--- config.mk ---
export PLATFORM = sky130hd
export DESIGN_NAME = fetch_unit
export DESIGN_NICKNAME = d
export VERILOG_FILES = /design/src/rtl/fetch_pkg.sv /design/src/rtl/fetch_fifo.sv /design/src/rtl/fetch_unit.sv
export SDC_FILE = /design/constraint.sdc
export NUM_CORES = 1
export LEC_CHECK = 0
export ABC_AREA = 1
export CAP_MARGIN = 20
export CORE_MARGIN = 2
export CORE_UTILIZATION = 52
export DETAILED_ROUTE_END_ITERATION = 8
export GPL_ROUTABILITY_DRIVEN = 0
export GPL_TIMING_DRIVEN = 0
export MAX_ROUTING_LAYER = met4
export PLACE_DENSITY = 0.8
export SLEW_MARGIN = 20
export SYNTH_ARGS = -nofsm -noshare
export SYNTH_HDL_FRONTEND = slang
export SYNTH_SLANG_ARGS = --single-unit
export TNS_END_PERCENT = 30
--- constraint.sdc ---
create_clock -name clk -period 1.85 [get_ports clk]
set_input_delay 0.185 -clock clk [delete_from_list [all_inputs] [get_ports clk]]
set_output_delay 0.185 -clock clk [all_outputs]
set_load 0.01 [all_outputs]
--- src/rtl/fetch_pkg.sv ---
// Shared types and constants for the instruction fetch unit: word size, MMU
// access-width encodings, the NOP used for fault entries and the FSM state type.
package fetch_pkg;

    localparam int XLEN = 32;

    localparam logic [1:0] MEM_WIDTH_BYTE = 2'b00;
    localparam logic [1:0] MEM_WIDTH_HALF = 2'b01;
    localparam logic [1:0] MEM_WIDTH_WORD = 2'b10;

    localparam logic [XLEN-1:0] NOP_INSTR       = 32'h0000_0013;
    localparam logic [XLEN-1:0] PC_STEP         = 32'h0000_0004;
    localparam logic [XLEN-1:0] WORD_ALIGN_MASK = 32'hFFFF_FFFC;

    typedef enum logic [1:0] {
        ST_IDLE    = 2'd0,
        ST_REQ     = 2'd1,
        ST_DISCARD = 2'd2
    } fetch_state_e;

    typedef struct packed {
        logic [XLEN-1:0] pc;
        logic [XLEN-1:0] instr;
        logic            fault;
    } fetch_entry_t;

    // Sequential fetch address; wraps naturally at the top of the address space.
    function automatic logic [XLEN-1:0] next_pc(input logic [XLEN-1:0] pc);
        return pc + PC_STEP;
    endfunction

endpackage

--- src/rtl/fetch_fifo.sv ---
// Small instruction buffer holding {pc, instr, fault} entries. Flush empties it
// in one edge; a push in the same edge as a flush lands as the sole entry.
module fetch_fifo
    import fetch_pkg::*;
#(
    parameter int DEPTH = 2
) (
    input  logic                     clk,
    input  logic                     reset,
    input  logic                     flush,
    input  logic                     push,
    input  fetch_entry_t             push_entry,
    input  logic                     pop,
    output fetch_entry_t             head_entry,
    output logic                     full,
    output logic                     empty,
    output logic [$clog2(DEPTH):0]   count
);

    localparam int PTR_W = $clog2(DEPTH);
    localparam int CNT_W = PTR_W + 1;

    logic [PTR_W-1:0] wr_ptr_q, wr_ptr_d;
    logic [PTR_W-1:0] rd_ptr_q, rd_ptr_d;
    logic [PTR_W-1:0] wr_idx;
    logic [CNT_W-1:0] count_q, count_d;
    logic             wr_en;
    logic             rd_en;
    fetch_entry_t     entry_bank [DEPTH];

    assign full       = (count_q == CNT_W'(DEPTH));
    assign empty      = (count_q == '0);
    assign count      = count_q;
    assign head_entry = entry_bank[rd_ptr_q];

    always_comb begin
        rd_en  = pop && !empty && !flush;
        // A full buffer still accepts a push when the head leaves in the same edge.
        wr_en  = push && (flush || !full || rd_en);
        wr_idx = flush ? '0 : wr_ptr_q;
        if (flush) begin
            rd_ptr_d = '0;
            wr_ptr_d = wr_en ? PTR_W'(1) : '0;
            count_d  = wr_en ? CNT_W'(1) : '0;
        end else begin
            rd_ptr_d = rd_ptr_q + PTR_W'(rd_en);
            wr_ptr_d = wr_ptr_q + PTR_W'(wr_en);
            count_d  = count_q + CNT_W'(wr_en) - CNT_W'(rd_en);
        end
    end

    always_ff @(posedge clk) begin
        if (reset) begin
            wr_ptr_q <= '0;
            rd_ptr_q <= '0;
            count_q  <= '0;
        end else begin
            wr_ptr_q <= wr_ptr_d;
            rd_ptr_q <= rd_ptr_d;
            count_q  <= count_d;
        end
    end

    genvar gi;
    generate
        for (gi = 0; gi < DEPTH; gi++) begin : g_entry
            fetch_entry_t entry_q;
            always_ff @(posedge clk) begin
                if (reset) begin
                    entry_q <= '0;
                end else if (wr_en && (wr_idx == PTR_W'(gi))) begin
                    entry_q <= push_entry;
                end
            end
            assign entry_bank[gi] = entry_q;
        end
    endgenerate

endmodule

--- src/rtl/fetch_unit.sv ---
// Instruction fetch unit: issues word reads to the MMU, buffers returned words
// for decode and handles redirects. Optional FETCH_MISALIGN_TRAP_EN turns
// misaligned redirect targets into a single faulting NOP entry.
module fetch_unit
    import fetch_pkg::*;
#(
    parameter logic [XLEN-1:0] RESET_PC = 32'h0000_0000,
    parameter int              DEPTH    = 2
) (
    input  logic             clk,
    input  logic             reset,
    input  logic             redirect_valid,
    input  logic [XLEN-1:0]  redirect_pc,
    output logic             mmu_read_enable,
    output logic [XLEN-1:0]  mmu_address,
    output logic [1:0]       mmu_mem_data_width,
    output logic             mmu_mem_signed_read,
    output logic             mmu_write_enable,
    input  logic [XLEN-1:0]  mmu_data_out,
    input  logic             mmu_mem_ready,
    output logic             instr_valid,
    output logic [XLEN-1:0]  instr,
    output logic [XLEN-1:0]  instr_pc,
    output logic             fetch_fault,
    input  logic             instr_ready
);

    localparam int CNT_W = $clog2(DEPTH) + 1;

    fetch_state_e     state_q, state_d;
    logic [XLEN-1:0]  fetch_pc_q, fetch_pc_d;
    logic [XLEN-1:0]  hold_addr_q, hold_addr_d;
    logic             fault_q, fault_d;

    logic [XLEN-1:0]  redirect_target;
    logic             trap_push;
    logic             capture;
    logic             slot_free;
    logic             can_fetch;
    int               occupancy;

    logic             buf_push;
    logic             buf_pop;
    logic             buf_full;
    logic             buf_empty;
    logic [CNT_W-1:0] buf_count;
    fetch_entry_t     push_entry;
    fetch_entry_t     head_entry;

`ifdef FETCH_MISALIGN_TRAP_EN
    assign redirect_target = redirect_pc;
    assign trap_push       = redirect_valid && (redirect_pc[1:0] != 2'b00);

    // Set by a misaligned redirect; blocks fetching until the next redirect.
    always_ff @(posedge clk) begin
        if (reset) begin
            fault_q <= 1'b0;
        end else begin
            fault_q <= fault_d;
        end
    end
`else
    assign redirect_target = redirect_pc & WORD_ALIGN_MASK;
    assign trap_push       = 1'b0;
    assign fault_q         = 1'b0;
`endif

    assign fault_d = redirect_valid ? trap_push : fault_q;

    assign mmu_write_enable    = 1'b0;
    assign mmu_mem_signed_read = 1'b0;
    assign mmu_mem_data_width  = MEM_WIDTH_WORD;

    // Redirect wins over capture: a word returning in a redirect cycle is dropped.
    assign capture  = (state_q == ST_REQ) && mmu_mem_ready && !redirect_valid;
    assign buf_push = capture || trap_push;
    assign buf_pop  = !buf_empty && instr_ready && !redirect_valid;

    always_comb begin
        if (trap_push) begin
            push_entry = '{pc: redirect_pc, instr: NOP_INSTR, fault: 1'b1};
        end else begin
            push_entry = '{pc: fetch_pc_q, instr: mmu_data_out, fault: 1'b0};
        end
    end

    // A new request may only start if its word is guaranteed a slot after this edge.
    always_comb begin
        occupancy = 0;
        if (redirect_valid) begin
            slot_free = 1'b1;
        end else if (capture) begin
            occupancy = int'(buf_count) + 1 - (buf_pop ? 1 : 0);
            slot_free = (occupancy < DEPTH);
        end else begin
            slot_free = !buf_full || buf_pop;
        end
        can_fetch = slot_free && !fault_d;
    end

    always_ff @(posedge clk) begin
        if (reset) begin
            state_q <= ST_IDLE;
        end else begin
            state_q <= state_d;
        end
    end

    always_comb begin
        state_d = state_q;
        unique case (state_q)
            ST_IDLE: begin
                if (can_fetch) begin
                    state_d = ST_REQ;
                end
            end
            ST_REQ: begin
                if (mmu_mem_ready) begin
                    state_d = can_fetch ? ST_REQ : ST_IDLE;
                end else if (redirect_valid) begin
                    state_d = ST_DISCARD;
                end
            end
            ST_DISCARD: begin
                if (mmu_mem_ready) begin
                    state_d = ST_IDLE;
                end
            end
            default: state_d = ST_IDLE;
        endcase
    end

    always_comb begin
        mmu_read_enable = (state_q != ST_IDLE);
        // The abandoned access keeps its original address until the MMU completes it.
        mmu_address     = (state_q == ST_DISCARD) ? hold_addr_q : fetch_pc_q;
    end

    always_comb begin
        fetch_pc_d  = fetch_pc_q;
        hold_addr_d = hold_addr_q;
        if (redirect_valid) begin
            fetch_pc_d = redirect_target;
        end else if (capture) begin
            fetch_pc_d = next_pc(fetch_pc_q);
        end
        if ((state_q == ST_REQ) && (state_d == ST_DISCARD)) begin
            hold_addr_d = fetch_pc_q;
        end
    end

    always_ff @(posedge clk) begin
        if (reset) begin
            fetch_pc_q  <= RESET_PC;
            hold_addr_q <= '0;
        end else begin
            fetch_pc_q  <= fetch_pc_d;
            hold_addr_q <= hold_addr_d;
        end
    end

    fetch_fifo #(
        .DEPTH (DEPTH)
    ) u_fifo (
        .clk        (clk),
        .reset      (reset),
        .flush      (redirect_valid),
        .push       (buf_push),
        .push_entry (push_entry),
        .pop        (buf_pop),
        .head_entry (head_entry),
        .full       (buf_full),
        .empty      (buf_empty),
        .count      (buf_count)
    );

    // Without the trap option the fault bit is only ever written as 0.
    assign instr_valid = !buf_empty;
    assign instr       = buf_empty ? '0 : head_entry.instr;
    assign instr_pc    = buf_empty ? '0 : head_entry.pc;
    assign fetch_fault = !buf_empty && head_entry.fault;

endmodule
* Word-level counts from Yosys, hierarchy flattened
Cells that the tools add are included.
** Storage, ports and cells
- Flip-flop bits (word level) :: 198
- Input bits :: 69
- Output and inout port bits :: 103
- Logic and storage cells :: 70
** Cells by class
- Add/subtract/negate cells :: 7
- $lt $le $gt $ge :: 2
- Eq/ne operators :: 4
- Mux-type cells :: 22
- Bitwise logic cells :: 2
- Reduce and logical (&&, ||, !) cells :: 22
** Operator list (number)
- two-way mux 65 bit :: 3
- two-way mux 32 bit :: 5
- adder 32 x 3 -> 32 bit, second input constant :: 1
- logical AND 1 bit :: 11
- two-way mux 2 bit :: 5
- two-way mux 1 bit :: 8
- == test 2 bit, second input constant :: 3
- one-hot mux 2 bit (3 select lines) :: 1
- logical NOT 2 bit :: 2
- less-than comparator 4 x 3 -> 1 bit, second input constant :: 1
- nonzero test 2 bit :: 2
- subtractor 3 x 1 -> 4 bit :: 1
- adder 2 x 1 -> 3 bit, second input constant :: 1
- logical NOT 1 bit :: 3
- logical OR 1 bit :: 3
- adder 1 bit :: 2
- adder 2 x 1 -> 2 bit :: 1
- == test 2 x 1 -> 1 bit, second input constant :: 1
- >= comparator 2 bit, second input constant :: 1
- NOT 1 -> 2 bit :: 1
- OR reduction 2 bit :: 1
- subtractor 2 x 1 -> 2 bit :: 1
- NOT 1 bit :: 1

* Longest topological paths before layout
Gate-level depths: netlist of run 1.
- Word-level depth :: 14
- Gate-level depth with buffers :: 11
- Gate-level depth less buffers :: 10

* Cells and area by module
From an unflattened synthesis of run 1, not the netlist that was laid out.
** Second synthesis, totals
- Cell total of the unflattened synthesis :: 1946
- Area, all modules :: 11546.1 um2
** By module, submodules not included
- fetch_fifo :: instances 1, cells an instance 1225, area each 7354.6 um2, seq. area each 2682.6 um2
- fetch_unit :: instances 1, cells an instance 721, area each 4191.5 um2, seq. area each 1241.2 um2

* Worst setup path after synthesis of run 1
Ideal clock, no wire load.
- Kind :: reg2reg
- From :: register state_q[1]
- To :: register u_fifo.count_q[1], in the netlist u_fifo.count[1]
- Setup time :: 0.076 ns
- Data arrival time :: 1.545 ns
- Data required time :: 1.774 ns
- Setup slack :: 0.230 ns
- Cell stages (with the launch flop) :: 11
- Buffers on the path :: 2
- Clock period less this slack :: 1.620 ns
- Path through :: dfxtp_1 -> nor2_4 -> nand2_4 -> nor2_8 -> nand2_2 -> inv_2 -> buf_6 -> buf_6 -> ha_1 -> or2_2 -> a21boi_0
** On the way
- Longest elaborated chain between the ends :: 7
** Ends and longest elaborated chain
- from (decl) :: line fetch_unit.sv:30 : fetch_state_e state_q, state_d;
- from (signal assigned) :: line fetch_unit.sv:105 : state_q <= state_d;
- == test 2 x 1 -> 1 bit :: line fetch_unit.sv:75 : assign capture = (state_q == ST_REQ) && mmu_mem_ready && !redirect_valid;
- logical AND 1 bit (2 in series) :: line fetch_unit.sv:75
- logical AND 1 bit :: line fetch_fifo.sv:39 : wr_en = push && (flush || !full || rd_en);
- adder 2 x 1 -> 2 bit :: line fetch_fifo.sv:48 : count_d = count_q + CNT_W'(wr_en) - CNT_W'(rd_en);
- subtractor 2 x 1 -> 2 bit :: line fetch_fifo.sv:48
- two-way mux 2 bit :: line fetch_fifo.sv:41 : if (flush) begin
- to (signal assigned) :: line fetch_fifo.sv:60 : count_q <= count_d;
- to (decl) :: line fetch_fifo.sv:26 : logic [CNT_W-1:0] count_q, count_d;
No other way between the ends.
A chain may end at the register's enable or synchronous reset.

* Worst setup path in the final report of run 1
- From :: register u_fifo.count_q[1], in the netlist u_fifo.count[1]
- To :: output instr_pc[13]
** On the way
- Longest elaborated chain between the ends :: 2
** Ends and longest elaborated chain
- logical NOT 2 bit :: line fetch_fifo.sv:32 : assign empty = (count_q == '0);
- two-way mux 32 bit :: line fetch_unit.sv:180 : assign instr_pc = buf_empty ? '0 : head_entry.pc;
- to (decl) :: line fetch_unit.sv:23 : output logic [XLEN-1:0] instr_pc,
No other way between the ends.

==> results of run 1 <==
[synthesized netlist by cell type (all sizes together)]
cell / n / area, sq um
inv: 123 / 462
o2111ai: 1 / 8.76
buf: 39 / 298
a31oi: 7 / 43.8
clkbuf: 66 / 249
a21oi: 264 / 1320
xnor2: 2 / 17.5
nor2: 99 / 398
xor2: 8 / 70.1
ha: 3 / 37.5
dfxtp: 190 / 3800
nand2: 220 / 846
or2: 1 / 6.26
nand4: 5 / 31.3
mux2: 4 / 45.0
a211oi: 1 / 7.51
o211ai: 1 / 7.51
o21ai: 181 / 906
conb: 2 / 7.51
a21boi: 1 / 7.51
nand3: 85 / 425
clkinv: 2 / 7.51
[report_power, final]
part | leakage, nW | total, mW | internal [mW] | switching, mW
logic | 2.79 | 1.04 | 0.441 | 0.598
clock network | 0.293 | 3.85 | 2.21 | 1.64
registers | 1.55 | 4.32 | 4.20 | 0.115
[final cells by class]
cell class	instances	share of cell area, %
buffer	104	6.10
clock buffer	20	3.85
clock inverter	12	1.33
inverter	125	4.01
multi-input combinational	892	38.3
sequential	190	32.2
tap	225	2.37
timing repair buffer	174	11.7
timing repair inverter	2	0.148
[cells by family (layout without fill, tap and decap cells)]
kind of cell	count (synthesis)	in the layout	share of synthesized area, %
adders and majority gates	3	3	0.417
DFF	190	190	42.2
AOI/OAI and AO/OA	456	456	25.6
buffers and inverters	230	437	11.3
muxes	4	4	0.500
other	2	9	0.0834
xor gates and xnor gates	10	10	0.973
and+or+nand+nor	410	410	18.9
[state kept, by name (all words and copies together), names as in the netlist]
name,count
fetch_pc_q,30
hold_addr_q,30
state_q,2
u_fifo.count,2
u_fifo.entry_bank,124
u_fifo.rd_ptr_q,1
u_fifo.wr_ptr_q,1
[cells in the final DEF (no fill, tap or decap), drive strengths merged]
cell type,Yosys,routed
a21oi,264,264
nand2,220,220
dfxtp,190,190
o21ai,181,181
buf,39,130
inv,123,126
nor2,99,99
clkbuf,66,95
nand3,85,85
clkdlybuf4s50,0,66
conb,2,9
xor2,8,8
a31oi,7,7
clkinv,2,7
clkdlybuf4s15,0,6
nand4,5,5
mux2,4,4
clkinvlp,0,3
bufinv,0,3
ha,3,3
xnor2,2,2
o2111ai,1,1
o211ai,1,1
a211oi,1,1
or2,1,1
a21boi,1,1
dlygate4sd2,0,1
[metal layers]
metal	GRT usage [%]	up-vias	share of wire [%]
met5	-	-	0
met4	14.2	0	4.3
met3	4.75	93	9.8
met2	50.2	561	46
met1	41.9	4467	40
li1	-	4706	-
[worst register-to-register path, stage by stage, from the launching register on]
cell	delay, ns
sky130_fd_sc_hd__dfxtp_4	0.35
sky130_fd_sc_hd__nor2_4	0.22
sky130_fd_sc_hd__buf_12	0.15
sky130_fd_sc_hd__nor2_2	0.04
sky130_fd_sc_hd__nand2_1	0.09
sky130_fd_sc_hd__inv_1	0.06
sky130_fd_sc_hd__ha_1	0.28
sky130_fd_sc_hd__inv_1	0.05
sky130_fd_sc_hd__ha_2	0.18
sky130_fd_sc_hd__or2_4	0.24
sky130_fd_sc_hd__a21boi_1	0.15
[worst min-delay path by stage]
stage                           from               endpoint  slack [ns]  cells after the start
2_1_floorplan          mmu_mem_ready             state_q[1]        0.26                      1
3_3_place_gp   u_fifo.entry_bank[26]  u_fifo.entry_bank[26]        0.44                      2
3_5_place_dp   u_fifo.entry_bank[14]  u_fifo.entry_bank[14]        0.44                      2
4_1_cts             mmu_data_out[19]  u_fifo.entry_bank[85]        0.35                      3
5_1_grt             mmu_data_out[26]  u_fifo.entry_bank[92]        0.37                      3
6_report            mmu_data_out[26]  u_fifo.entry_bank[92]        0.37                      3
[what timing repair did]
item / CTS / global route
endpoints found under the hold margin: 0 / 0
pin swaps: 5 / 10
resized for setup: 438 / 124
cloned: 7 / 1
endpoints found under the setup margin: 100 / 123
buffers inserted: 7 / 2
[per-stage QoR]
stage | hold WS, ns | TNS (ns)
after CTS | 0.353 | -0.905
after global routing | 0.370 | -1.28
after global placement | 0.438 | -62.20
final | 0.366 | -0.158
after detailed placement | 0.443 | -68.41
after floorplan | 0.263 | 0
==> impl_results.md, run 1 <==
- Hold Fails Final Rpt: 0
- Worst Reg2Reg Path Length in Cells: 10
- Post-route clock skew: 0.0114 ns
- Capturing element of the worst setup path: instr_pc[13]
- Max-slew violation count: 0
- Critical path launch point type: register
- Final design area excluding fillers: around 12,000 sq um
- PortBufs: 159
- Placed Instance Area: 10,900 sq um
- Violated checks: setup timing
- Final-stage net count: between 1,500 and 2,000
- Warnings from Yosys: 0
- Chip Height: 136 um
- Number of vias per cell after detailed routing: 5.63
- DRC violation count after routing: 0
- Highest Clock Rate: 528 MHz
- Global-route total usage across every layer: roughly 32%
- Root buffer cell: sky130_fd_sc_hd__clkbuf_16
- Via count of the first global-routing pass: 9,051
- Maxcap violations: 0
- Total clock sinks: 190
- Buffers from clock root to sink, at most: 2
- I/O pin total: 172
- Reported leakage power: 4.63 nW
- Power density of the placed cells: between 700 and 800 nW/um^2
- CP max stage delay: 0.35 ns
- Startpoint of the lowest-slack register-to-register path: u_fifo.count[1]
- Max transition margin: 54.1%
- Multi-input gate area: 4550 sq um
- Residual antenna-violating net count after detailed routing: 0
- TritonCTS Buffers: 17
- Data arrival time of the critical path: between 1.5 and 2 ns
- Fillcell total: 1,429
- Cells after synthesis: 1,305
- CTS Hold Bufs: 0
- Global-route wire length before repair: about 46,000 um
- Status: complete, but fails checks
- Core box area: 17,100 sq um
- Final setup margin: -0.0431 ns
- HP Class: input port to register
- Clock latency of the later-clocked register in the worst-skew pair: ~0.44 ns
- Setup repair after global routing missed its margin: true
- Number of antenna violations at the first check in global routing: 0
- Top Family by Delay on Critical Path: buffers and inverters
- Fraction of the yosys area taken by sequential cells: 42.2%
- Worst supply voltage drop on vdd: 0.000555 V
- Critical path depth: 6
- Element type at the critical path end: output pin
- Clock edge transition at the registers on the reported setup and hold paths: about 0.070 ns
- Critical path launch point: u_fifo.count[1]
- Register-to-register path setup slack: -0.03 ns
- Setup violation total in the final timing report: 6
- Placement row count: 48
- CTS H-tree lvls: 4
- Reg-to-Reg End: u_fifo.count[1]
- CP max stage cell: sky130_fd_sc_hd__dfxtp_4
- Largest net degree at the start of global routing: 17
- Total wirelength of the detailed-routed design: between 20,000 and 30,000 um
- Pre-CTS setup slack: -0.611 ns
- Shortest clock period the worst path allows after layout: 1.89 ns
- Via Count: just under 10,000
- Initial detailed-routing violation count: ~980
- Yosys reg bits: 190
- Starting density of the core: roughly 53%
- Per-cell routed wire length: 16.8 um
- Fraction of final layout cells with drive strength greater than 1: 19.5%
- Critical Path RT: between 1.5 and 2 ns
- Critical path, cell by cell: nor2_4, clkinv_4, buf_8, o21ai_1, a21oi_2, clkdlybuf4s15_2
- Cell Count, Final, Fillers Out: 1,744
- Overall die area: 18,400 sq um
- Final core utilization: 69.4%
- Clock tree from TritonCTS: done
- Measured slew at the worst slew-check pin: 0.688 ns
- Maximum net fanout on the critical path: 5
- Library cells used by synthesis: 32
- Tot Pwr: 9.20 mW
- Instance count after placement with tap cells included: around 1,700
- First-pass iteration count of the detailed router: 7
- Class of the most critical setup path: register to output pin
- Netlist Area Pre-Place: 9010 sq um
- Layout-stage area growth over the synthesis result: 31.9%
- Post-DP HPWL: between 15,000 and 20,000 um
- Antenna cell count: 0
- Total congestion overflow: 0
- Area occupied by registers: ~3800 sq um
- Avg Cell Area, Syn: roughly 7 sq um
- Number of buffer and inverter instances along the worst setup path: 3
- Share of the clock period used by the worst path: 102%
- Die width: roughly 140 um
No activity file was read; power rests on OpenSTA's default activity.
==> run 2: changes to the inputs <==
--- a/config.mk
+++ b/config.mk
@@ -8,12 +8,12 @@
 export ABC_AREA = 1
 export CAP_MARGIN = 20
 export CORE_MARGIN = 2
-export CORE_UTILIZATION = 52
+export CORE_UTILIZATION = 50
 export DETAILED_ROUTE_END_ITERATION = 8
 export GPL_ROUTABILITY_DRIVEN = 0
 export GPL_TIMING_DRIVEN = 0
 export MAX_ROUTING_LAYER = met4
-export PLACE_DENSITY = 0.8
+export PLACE_DENSITY = 0.77
 export SLEW_MARGIN = 20
 export SYNTH_ARGS = -nofsm -noshare
 export SYNTH_HDL_FRONTEND = slang
==> run 2 against run 1 <==
Net effect: the run still ends with setup timing left; sequential power about the same; sequential cell count unchanged; clock power up 2%; final cell count up 0.29%; first-iteration DRC count up 3.5%; wire length down 0.51%; maximum frequency up 2.2%; worst setup slack better by 0.040 ns; largest cell class unchanged.
==> impl_results.md, run 2 (synthesis gave the netlist of run 1 again) <==
- Largest net degree at the start of global routing: 18
- Placement row count: a little under 50
- Max transition margin: 56.0%
- Capturing element of the worst setup path: mmu_address[30]
- Data arrival time of the critical path: 1.67 ns
- Fraction of final layout cells with drive strength greater than 1: 17.9%
- Power density of the placed cells: ~790 nW/um^2
- Fraction of met1 tracks used by global routing: 38.2%
- Via count of the first global-routing pass: between 8,000 and 9,000
- Register-to-register path setup slack: 0.05 ns
- CTS Hold Bufs: 0
- Post-route clock skew: 0.0103 ns
- Global-route total usage across every layer: 29.9%
- Met2 Track Usage GR: 47.4%
- Total congestion overflow: 0
- Setup violation total in the final timing report: 2
- Violated checks: setup timing
- Status: complete, but fails checks
- Core box area: 17,800 sq um
- PortBufs: 159
- CTS H-tree lvls: 4
- Critical path launch point type: register
- Worst Reg2Reg Path Length in Cells: 12
- Max-slew violation count: 0
- Initial detailed-routing violation count: 1,013
- Clock latency of the later-clocked register in the worst-skew pair: 0.44 ns
- Layer with the highest usage after global routing: met2
- Overall die area: about 19,000 sq um
- Maxcap violations: 0
- Setup_tns: -0.00511 ns
- Antenna cell count: 0
- TritonCTS Buffers: 17
- DRC violation count after routing: 0
- Root buffer cell: sky130_fd_sc_hd__clkbuf_16
- Fillcell total: 1,618
- HP Class: input port to register
- Global-route wire length before repair: 45,300 um
- I/O pin total: approximately 170
- Startpoint of the lowest-slack register-to-register path: state_q[0]
- Pre-CTS setup slack: -0.605 ns
- Final-stage net count: 1,579
- Measured slew at the worst slew-check pin: about 0.66 ns
- Setup repair after global routing missed its margin: true
- Starting density of the core: 50.5%
- Total wirelength of the detailed-routed design: 29,200 um
- Number of antenna violations at the first check in global routing: 0
- Highest Clock Rate: 540 MHz
- Critical path launch point: state_q[0]
- Shortest clock period the worst path allows after layout: approximately 1.9 ns
- Number of vias per cell after detailed routing: 5.59
- Instance count after placement with tap cells included: 1,700
- Residual antenna-violating net count after detailed routing: 0
- Maximum net fanout on the critical path: 10
- Element type at the critical path end: output pin
- First-pass iteration count of the detailed router: 6
- Reported leakage power: between 4 and 5 nW
- Hold Fails Final Rpt: 0
- Met3 track utilization from global routing: 5.09%
- Max reg flops: 124
- Via Count: 9,777
- Reg-to-Reg End: u_fifo.count[1]
- Layout-stage area growth over the synthesis result: 29.3%
- Worst supply voltage drop on vdd: roughly 0.00070 V
- Post-DP HPWL: about 20,000 um
- Critical Path RT: between 1.5 and 2 ns
- Cell Count, Final, Fillers Out: approximately 1,700
- Final setup margin: -0.00321 ns
- Class of the most critical setup path: register to output pin
- Clock edge transition at the registers on the reported setup and hold paths: 0.07 ns
- Commonest non-fill, non-tap cell in the layout: sky130_fd_sc_hd__a21oi_1
- Most used cells in the layout excluding fill and tap cells: sky130_fd_sc_hd__a21oi_1, sky130_fd_sc_hd__nand2_1, sky130_fd_sc_hd__dfxtp_1, sky130_fd_sc_hd__o21ai_0, sky130_fd_sc_hd__inv_1
- Share of the clock period used by the worst path: 100%
- Clock tree from TritonCTS: done
- Total clock sinks: 190
- Chip Height: 138 um
- Die width: 138 um
- Buffers from clock root to sink, at most: 2
- Per-cell routed wire length: 16.7 um
==> run 2: layout make-up <==
| cell class | instances | area (sq um) | area share [%] |
|---|---|---|---|
| Inverter | 125 | 477 | 4.09 |
| Clock inverter | 12 | 173 | 1.48 |
| Tap cell | 229 | 287 | 2.46 |
| Clock buffer | 20 | 457 | 3.92 |
| Sequential cell | 190 | 3820 | 32.8 |
| Buffer | 104 | 722 | 6.20 |
| Timing Repair Buffer | 177 | 1310 | 11.3 |
| Multi-Input combinational cell | 892 | 4400 | 37.8 |
==> run 2: routing by layer <==
layer | wire length [um] | up-vias | share of wire, %
met5 | 0 | - | 0
met4 | 977 | 0 | 3.3
met3 | 2310 | 75 | 7.9
met2 | 13600 | 508 | 47
met1 | 12200 | 4493 | 42
li1 | - | 4701 | -
==> run 2: per-stage QoR <==
step | util (%) | power, mW | instance area (sq um) | hold slack (ns)
floorplan | - | 4.88 | 9030 | 0.263
global placement | 61.2 | 5.34 | 10900 | 0.438
detailed placement | 61.2 | 5.35 | 10900 | 0.444
CTS | 65.7 | 9.20 | 11700 | 0.358
global route | 65.3 | 9.53 | 11600 | 0.365
finish | 65.3 | 9.25 | 11600 | 0.358
==> run 2: how the worst min path moves through the flow <==
stage	from	end	cells after the start
6_report	mmu_data_out[29]	u_fifo.entry_bank[95]	3
5_1_grt	mmu_data_out[22]	u_fifo.entry_bank[88]	3
4_1_cts	mmu_data_out[29]	u_fifo.entry_bank[95]	3
3_5_place_dp	u_fifo.entry_bank[6]	u_fifo.entry_bank[6]	2
3_3_place_gp	u_fifo.entry_bank[46]	u_fifo.entry_bank[46]	2
2_1_floorplan	mmu_mem_ready	state_q[1]	1
==> run 2: what timing repair did <==
item / CTS / global route
buffers inserted: 10 / 8
setup endpoints to repair: 101 / 215
pin swaps: 1 / 7
gates cloned: 0 / 0
resized for setup: 372 / 119
==> run 2: report_power, final <==
| group | internal (mW) | switching, mW |
|---|---|---|
| combinational | 0.423 | 0.584 |
| sequential | 4.20 | 0.114 |
| clock | 2.24 | 1.69 |
| total | 6.87 | 2.39 |
==> run 2: critical path: stages (launching register included) <==
cell and delay (ns):
sky130_fd_sc_hd__dfxtp_2 0.33, sky130_fd_sc_hd__inv_2 0.07, sky130_fd_sc_hd__nand2_4 0.06, sky130_fd_sc_hd__clkbuf_8 0.14, sky130_fd_sc_hd__buf_4 0.14, sky130_fd_sc_hd__clkbuf_8 0.17
sky130_fd_sc_hd__a21oi_1 0.17, sky130_fd_sc_hd__buf_2 0.16
==> run 3: changes to the inputs <==
--- a/config.mk
+++ b/config.mk
@@ -10,7 +10,6 @@
 export CORE_MARGIN = 2
 export CORE_UTILIZATION = 50
 export DETAILED_ROUTE_END_ITERATION = 8
-export GPL_ROUTABILITY_DRIVEN = 0
 export GPL_TIMING_DRIVEN = 0
 export MAX_ROUTING_LAYER = met4
 export PLACE_DENSITY = 0.77
==> run 3 against run 2 <==
Net effect: the flow still finishes with violations (setup timing); first-iteration DRC count decreased by 18%; core utilization grew 2.2 points; clock power down 4%; via count up 0.71%; critical path type unchanged; largest cell class unchanged.
==> impl_results.md, run 3 (synthesis gave the netlist of run 1 again) <==
- Global-route total usage across every layer: 30.2%
- Placement row count: 49
- CTS Hold Bufs: 0
- Setup violation total in the final timing report: 20
- Max transition margin: 50.7%
- Register-to-register path setup slack: 0 ns
- I/O pin total: 172
- Status: complete, but fails checks
- Antenna cell count: 0
- Post-route clock skew: 0.0123 ns
- Die width: 138 um
- Clock latency of the later-clocked register in the worst-skew pair: approximately 0.44 ns
- Starting density of the core: 50.5%
- Total clock sinks: 190
- Core box area: 17,800 sq um
- Element type at the critical path end: output pin
- CP max stage cell: sky130_fd_sc_hd__dfxtp_4
- Number of antenna violations at the first check in global routing: 0
- CTS H-tree lvls: 4
- Most used cells in the layout excluding fill and tap cells: sky130_fd_sc_hd__a21oi_1, sky130_fd_sc_hd__nand2_1, sky130_fd_sc_hd__dfxtp_1, sky130_fd_sc_hd__o21ai_0, sky130_fd_sc_hd__inv_1
- Initial detailed-routing violation count: 828
- Worst hold margin: 0.352 ns
- Per-cell routed wire length: 17.2 um
- Number of vias per cell after detailed routing: 5.62
- Chip Height: ~140 um
- Total congestion overflow: 0
- Layout-stage area growth over the synthesis result: 33.7%
- Power density of the placed cells: approximately 760 nW/um^2
- Via count of the first global-routing pass: 9,060
- Placed Instance Area: 10,900 sq um
- Hold Fails Final Rpt: 0
- Shortest clock period the worst path allows after layout: about 1.9 ns
- Final-stage net count: around 1,600
- Critical path launch point type: register
- Fraction of final layout cells with drive strength greater than 1: 19.8%
- Violated checks: setup timing
- Max reg flops: 124
- Max-slew violation count: 0
- Pre-CTS setup slack: -0.590 ns
- Reported leakage power: 4.73 nW
- HP Class: input port to register
- Root buffer cell: sky130_fd_sc_hd__clkbuf_16
- Largest net degree at the start of global routing: 17
- Area occupied by registers: 3820 sq um
- Critical path, cell by cell: nor2_4, clkinv_4, buf_4, buf_8, o21ai_0, a21oi_1, buf_2
- Clock edge transition at the registers on the reported setup and hold paths: 0.07 ns
- Final design area excluding fillers: approximately 12,000 sq um
- Setup_tns: -0.408 ns
- Data arrival time of the critical path: 1.71 ns
- Highest Clock Rate: 529 MHz
- Maximum net fanout on the critical path: 10
- Total wirelength of the detailed-routed design: between 30,000 and 40,000 um
- Buffers from clock root to sink, at most: 2
- Share of the clock period used by the worst path: 102%
- Maxcap violations: 0
- Multi-input gate area: 4570 sq um
- Global-route wire length before repair: 45,500 um
- Residual antenna-violating net count after detailed routing: 0
- Weighted congestion at the end of routability-driven global placement: 0.942
- Via Count: 9,846
- TritonCTS Buffers: 17
- Clock tree from TritonCTS: done
- Worst supply voltage drop on vdd: 0.000632 V
- First-pass iteration count of the detailed router: 6
- Final setup margin: -0.0404 ns
- PortBufs: about 160
- CP max stage delay: 0.36 ns
- Class of the most critical setup path: register to output pin
- Setup repair after global routing missed its margin: true
- Post-DP HPWL: 20,600 um
- Measured slew at the worst slew-check pin: between 0.7 and 0.8 ns
- DRC violation count after routing: 0
- Fillcell total: 1,554
- Commonest non-fill, non-tap cell in the layout: sky130_fd_sc_hd__a21oi_1
- Critical Path RT: 1.66 ns
- Overall die area: 19,100 sq um
run 3: cell count changes in the layout (fill, tap and decap cells not counted), sizes merged:
cell / change
buf: +14
clkbuf: -17
clkdlybuf4s15: +8
clkinv: +2
dlygate4sd2: -1
inv: -4
run 3: area by class of cell:
cell class / instances / share of cell area [%]
Inverter: 125 / 3.96
Tap cell: 229 / 2.38
Multi-Input combinational cell: 892 / 37.9
Timing Repair inverter: 1 / 0.0935
Timing Repair Buffer: 182 / 12.4
Buffer: 102 / 6.49
Clock inverter: 9 / 1.13
Sequential cell: 190 / 31.7
Clock buffer: 21 / 3.82
run 3: final timing paths:
path,startpoint,cells after the start,endpoint
setup reg to reg,u_fifo.count[1],10,u_fifo.count[1]
hold / removal,mmu_data_out[26],3,u_fifo.entry_bank[92]
hold reg to reg,u_fifo.entry_bank[9],2,u_fifo.entry_bank[9]
setup / recovery,u_fifo.count[1],7,instr_pc[9]
run 3: per-layer routing:
| metal | track usage (%) | wire, um | part of all wire (%) | up-vias |
|---|---|---|---|---|
| met3 | 5.06 | 2290 | 7.6 | 93 |
| met4 | 12.6 | 1090 | 3.6 | 0 |
| li1 | - | - | - | 4709 |
| met1 | 38.4 | 12600 | 42 | 4546 |
| met2 | 47.8 | 14100 | 47 | 498 |
| met5 | - | 0 | 0 | - |
run 3: timing repair:
action / CTS / global route
setup buffers: 9 / 9
endpoints found under the setup margin: 101 / 223
cloned: 1 / 5
pin swaps: 2 / 30
resized for setup: 421 / 178
run 3: stage by stage:
step	instances	total power, mW	utilization [%]
2_1_floorplan	1312	4.88	-
3_3_place_gp	1700	5.34	61.2
3_5_place_dp	1700	5.36	61.2
4_1_cts	1739	9.05	64.8
5_1_grt	1751	9.45	67.5
6_report	1751	9.17	67.5
run 3: critical path, delay by kind of cell (launching register included):
kind                   cells  cell delay [ns]
and+or+nand+nor            1             0.19
buffers and inverters      4             0.57
DFF                        1             0.36
AOI/OAI and AO/OA          2             0.14
run 3: power breakdown:
| group | internal, mW | switching (mW) | leakage [nW] |
|---|---|---|---|
| logic | 0.459 | 0.605 | 2.89 |
| registers | 4.20 | 0.117 | 1.55 |
| clock network | 2.19 | 1.60 | 0.291 |
| total | 6.85 | 2.32 | 4.73 |
